==> config.mk <==
export PLATFORM = sky130hd
export DESIGN_NAME = serial_adder
export DESIGN_NICKNAME = d
export VERILOG_FILES = /design/src/rtl/serial_adder.sv
export SDC_FILE = /design/constraint.sdc
export NUM_CORES = 1
export LEC_CHECK = 0
export CAP_MARGIN = 15
export CORE_UTILIZATION = 51
export CTS_CLUSTER_SIZE = 30
export DETAILED_ROUTE_END_ITERATION = 6
export GPL_TIMING_DRIVEN = 0
export MAX_ROUTING_LAYER = met4
export PLACE_DENSITY = 0.77
export SLEW_MARGIN = 20
export SYNTH_ARGS = -nofsm -noshare
export SYNTH_HDL_FRONTEND = slang
export SYNTH_SLANG_ARGS = --single-unit
export TNS_END_PERCENT = 50
==> constraint.sdc <==
create_clock -name clk -period 1.87 [get_ports clk]
set_input_delay 0.4675 -clock clk [delete_from_list [all_inputs] [get_ports clk]]
set_output_delay 0.4675 -clock clk [all_outputs]
set_load 0.05 [all_outputs]
==> src/rtl/serial_adder.sv <==
// serial_adder: bit-serial WIDTH-bit adder, LSB first, start/busy/done handshake.
// Define SERIAL_ADDER_SUB_EN to add a 'sub' input selecting a - b.
module serial_adder #(
  parameter int WIDTH = 8
) (
  input  logic             clk,
  input  logic             reset,
  input  logic             start,
`ifdef SERIAL_ADDER_SUB_EN
  input  logic             sub,
`endif
  input  logic [WIDTH-1:0] a,
  input  logic [WIDTH-1:0] b,
  output logic             busy,
  output logic             done,
  output logic [WIDTH-1:0] sum,
  output logic             carry_out
);

  localparam int CNT_W = $clog2(WIDTH) + 1;

  typedef enum logic [1:0] {
    IDLE  = 2'd0,
    SHIFT = 2'd1,
    DONE  = 2'd2
  } state_t;

  state_t           state;
  state_t           state_nx;
  logic [WIDTH-1:0] op_a;
  logic [WIDTH-1:0] op_b;
  logic [WIDTH-1:0] res;
  logic [WIDTH-1:0] res_nx;
  logic             c;
  logic [CNT_W-1:0] cnt;
  logic             last;
  logic [WIDTH-1:0] b_ld;
  logic             c_ld;
  logic             h1_s;
  logic             h1_c;
  logic             h2_s;
  logic             h2_c;
  logic             c_nx;

`ifdef SERIAL_ADDER_SUB_EN
  // Subtract as a + ~b + 1.
  assign b_ld = sub ? ~b : b;
  assign c_ld = sub;
`else
  assign b_ld = b;
  assign c_ld = 1'b0;
`endif

  // Two half-adder stages plus the registered carry.
  assign h1_s = op_a[0] ^ op_b[0];
  assign h1_c = op_a[0] & op_b[0];
  assign h2_s = h1_s ^ c;
  assign h2_c = h1_s & c;
  assign c_nx = h1_c | h2_c;

  assign res_nx = {h2_s, res[WIDTH-1:1]};
  assign last   = (cnt == CNT_W'(WIDTH - 1));
  assign busy   = (state == SHIFT);
  assign done   = (state == DONE);

  always_ff @(posedge clk or posedge reset) begin
    if (reset) state <= IDLE;
    else       state <= state_nx;
  end

  always_comb begin
    state_nx = state;
    unique case (state)
      IDLE:    if (start) state_nx = SHIFT;
      SHIFT:   if (last) state_nx = DONE;
      DONE:    state_nx = IDLE;
      default: state_nx = IDLE;
    endcase
  end

  always_ff @(posedge clk or posedge reset) begin
    if (reset) begin
      op_a      <= '0;
      op_b      <= '0;
      res       <= '0;
      c         <= 1'b0;
      cnt       <= '0;
      sum       <= '0;
      carry_out <= 1'b0;
    end else begin
      unique case (state)
        IDLE: begin
          if (start) begin
            op_a <= a;
            op_b <= b_ld;
            c    <= c_ld;
            cnt  <= '0;
          end
        end
        SHIFT: begin
          res  <= res_nx;
          op_a <= op_a >> 1;
          op_b <= op_b >> 1;
          c    <= c_nx;
          cnt  <= cnt + CNT_W'(1);
          // Outputs only ever see the completed word.
          if (last) begin
            sum       <= res_nx;
            carry_out <= c_nx;
          end
        end
        default: ;
      endcase
    end
  end

endmodule

==> flow_metrics.py <==
metrics = {
    "synthesis": {
        "synth_top_cell_by_area": "dfrtp_1",
        "yosys-top-cells-count": "nand2_1 (61), dfrtp_1 (39), a22oi_1 (14), mux2_2 (9)",
        "synth_top_family_by_area": "simple AND/OR/NAND/NOR gates",
        "async_flop_share_pct": 100,
        "ys_ff_latch": 39,
        "synth_edf_count": 0,
        "ys_warn_count": 0,
        "yosys.area_share.adder_pct": 2.03,
        "ys_seq_area_share_pct": 60.8,
        "synthTopCellsByArea": "dfrtp_1 (61%), nand2_1 (14%), a22oi_1 (6.6%), mux2_2 (6.3%), fa_1 (1.2%)",
        "synth_mux_area_share_pct": 6.94,
        "synth_compound_area_share_pct": 8.89,
        "synth.distinct_cells": 24,
        "yosysMostFrequentCell": "nand2_1",
        "netlist.area_leader.share_pct": 60.8,
        "synthXorXnorAreaFrac_pct": 0,
        "netlist_area_um2": 1600,
        "syn_avg_cell_area_um2": 10.6,
        "synthSimpleGateAreaFrac_pct": 19.0,
        "synth_fp_nets": 172,
        "synth_cells": 151,
        "synth_top_flop_cell": "dfrtp_1",
    },
    "final_layout": {
        "num_antenna_cells": 0,
        "final_layout_size_suffix_gt1_share_pct": 15.9,
        "syn_to_final_growth_pct": 29.2,
        "nets": 209,
        "finalCoreUtilization_pct": 72.0,
        "fin_area_um2": 2070,
    },
    "critical_path": {
        "cp-start-kind": "flop",
        "arrival_ns": 1.31,
        "required_ns": 1.40,
        "critPathCaptureType": "output pin",
        "path_class": "flop to output pin",
        "cp_max_fo": 18,
    },
    "timing": {
        "slew_headroom_pct": 62.4,
        "rsz0062_at_grt": "no",
        "fin_setup_tns_ns": 0,
        "fmax_mhz": 562,
        "min_period_ns": 1.78,
        "min_period_over_period_pct": 95.2,
        "finalMaxSlewViolations": 0,
        "finalHoldViolCount": 0,
        "tightest_slew_ns": 0.563,
        "setup_ws_ns": 0.0901,
        "hold_ws_ns": 0.371,
        "finalSetupViolCount": 0,
        "finClkSkew_ns": 0.00667,
    },
    "floorplanning": {
        "io_pins": 30,
        "initial_core_util_pct": 55.8,
        "die_h_um": 58.1,
        "die_width_um": 58.1,
        "coreArea_um2": 2880,
        "num_rows": 19,
        "die-area_um2": 3370,
    },
    "flow_run": {
        "max-cap-violations": 0,
    },
    "place": {
        "place_area_um2": 1970,
        "dp_hpwl_um": 2160,
        "numPortBuffers": 29,
        "place_ws_ns": -0.619,
        "place.gp.congestion": 0.730,
    },
    "clock_network": {
        "clockBufferDepth": 2,
        "clock-sinks": 39,
        "cts_hold_buf": 0,
        "cts_tree": "done",
        "htree_levels": 2,
        "cts_buffers": 5,
        "cts_root_buf": "clkbuf_4",
        "clk_pin_slew_ns": 0.11,
        "insertion_delay_ns": 0.34,
    },
    "pwr": {
        "static-leakage-power_nw": 1.04,
        "pwr_density_cell_nw_per_um2": 1690,
        "ir_worst_vdd_v": 0.00109,
    },
    "global_routing": {
        "gr-usage-all-layers_pct": 22.0,
        "grt_first_pass_wirelength_um": 5350,
        "antenna_found_initial": 0,
        "overflow": 0,
        "grt_max_degree": 28,
        "grt_pass1_vias": 1218,
    },
    "detailed_routing": {
        "ant_nets": 0,
        "drt_first_pass_iters": 4,
        "wl_per_cell_um": 13.5,
        "wirelength_um": 3110,
        "drc": 0,
        "num_vias": 1218,
        "avgViaCountPerCell": 5.27,
        "first_iter_violations": 58,
    },
    "hold_path": {
        "min_path_type": "input port to async pin",
    },
    "outcome": {
        "status": "complete, no violations",
    },
}
power by group:
group	internal (mW)	switching [mW]
registers	1.20	0.224
clock network	0.316	0.267
logic	0.543	0.956
per-layer routing:
| layer | wire length (um) | track usage (%) | share of wire, % |
|---|---|---|---|
| met4 | 44 | 7.14 | 1.4 |
| met5 | 0 | - | 0 |
| met2 | 1550 | 35.3 | 50 |
| met1 | 1390 | 27.2 | 45 |
| met3 | 125 | 6.03 | 4.0 |
repair_timing:
item | 4_1_cts | 5_1_grt
endpoints found under the setup margin | 11 | 3
buffers inserted | 0 | 1
pin swaps | 0 | 0
resized for setup | 24 | 3
endpoints found under the hold margin | 0 | 0
critical path, cell delays in order, from the launching register on:
cell and delay [ns]:
dfrtp_2 0.45, nand2b_1 0.11, buf_6 0.15, clkinv_8 0.10
buf_8 0.16
kinds of logic after synthesis:
family / Yosys count
buffers and inverters: 9
multiplexers: 10
flip-flops: 39
AND/OR/NAND/NOR: 71
adder cells (fa/ha/maj): 2
AO/OA/AOI/OAI: 20
state kept, by name, indices dropped and copies added, names as in the netlist:
register / flops
op_b: 8
state: 2
sum: 8
carry_out: 1
c: 1
op_a: 8
res: 7
cnt: 4
metrics by stage:
step | std cells | total power [mW]
finish | 231 | 3.50
global route | 231 | 3.74
CTS | 230 | 3.51
detailed placement | 223 | 2.94
global placement | 222 | 2.86
floorplan | 151 | 2.46
final timing paths:
| check | from | to | slack [ns] | cells after the start |
|---|---|---|---|---|
| max | state[0] | busy | 0.09 | 4 |
| min | reset | sum[5] | 0.37 | 2 |
| max reg2reg | state[1] | sum[6] | 0.20 | 4 |
| min reg2reg | op_b[5] | op_b[5] | 0.49 | 2 |
| max in group asynchronous | reset | state[0] | 1.05 | 3 |
| min in group clk | op_b[5] | op_b[5] | 0.49 | 2 |
area by class of cell:
class                      count  area (um^2)
clock buffer                   6         51.3
buffer                         6         31.3
multi-input combinational    103          592
timing repair buffer          31          313
sequential                    39          977
clock inverter                 2         35.0
fill                         216          805
tap                           42         52.6
inverter                       2         20.0
cells in the final DEF, fill, tap and decap left out, types with 3 or more instances in the layout:
cell type,instances
nand3_1,4
mux2_2,9
clkbuf_1,3
clkdlybuf4s50_1,18
nand2_1,61
a22oi_1,14
clkbuf_4,5
dfrtp_1,38
dlygate4sd2_1,9
o21ai_0,3
No activity file was read; power rests on OpenSTA's default activity.
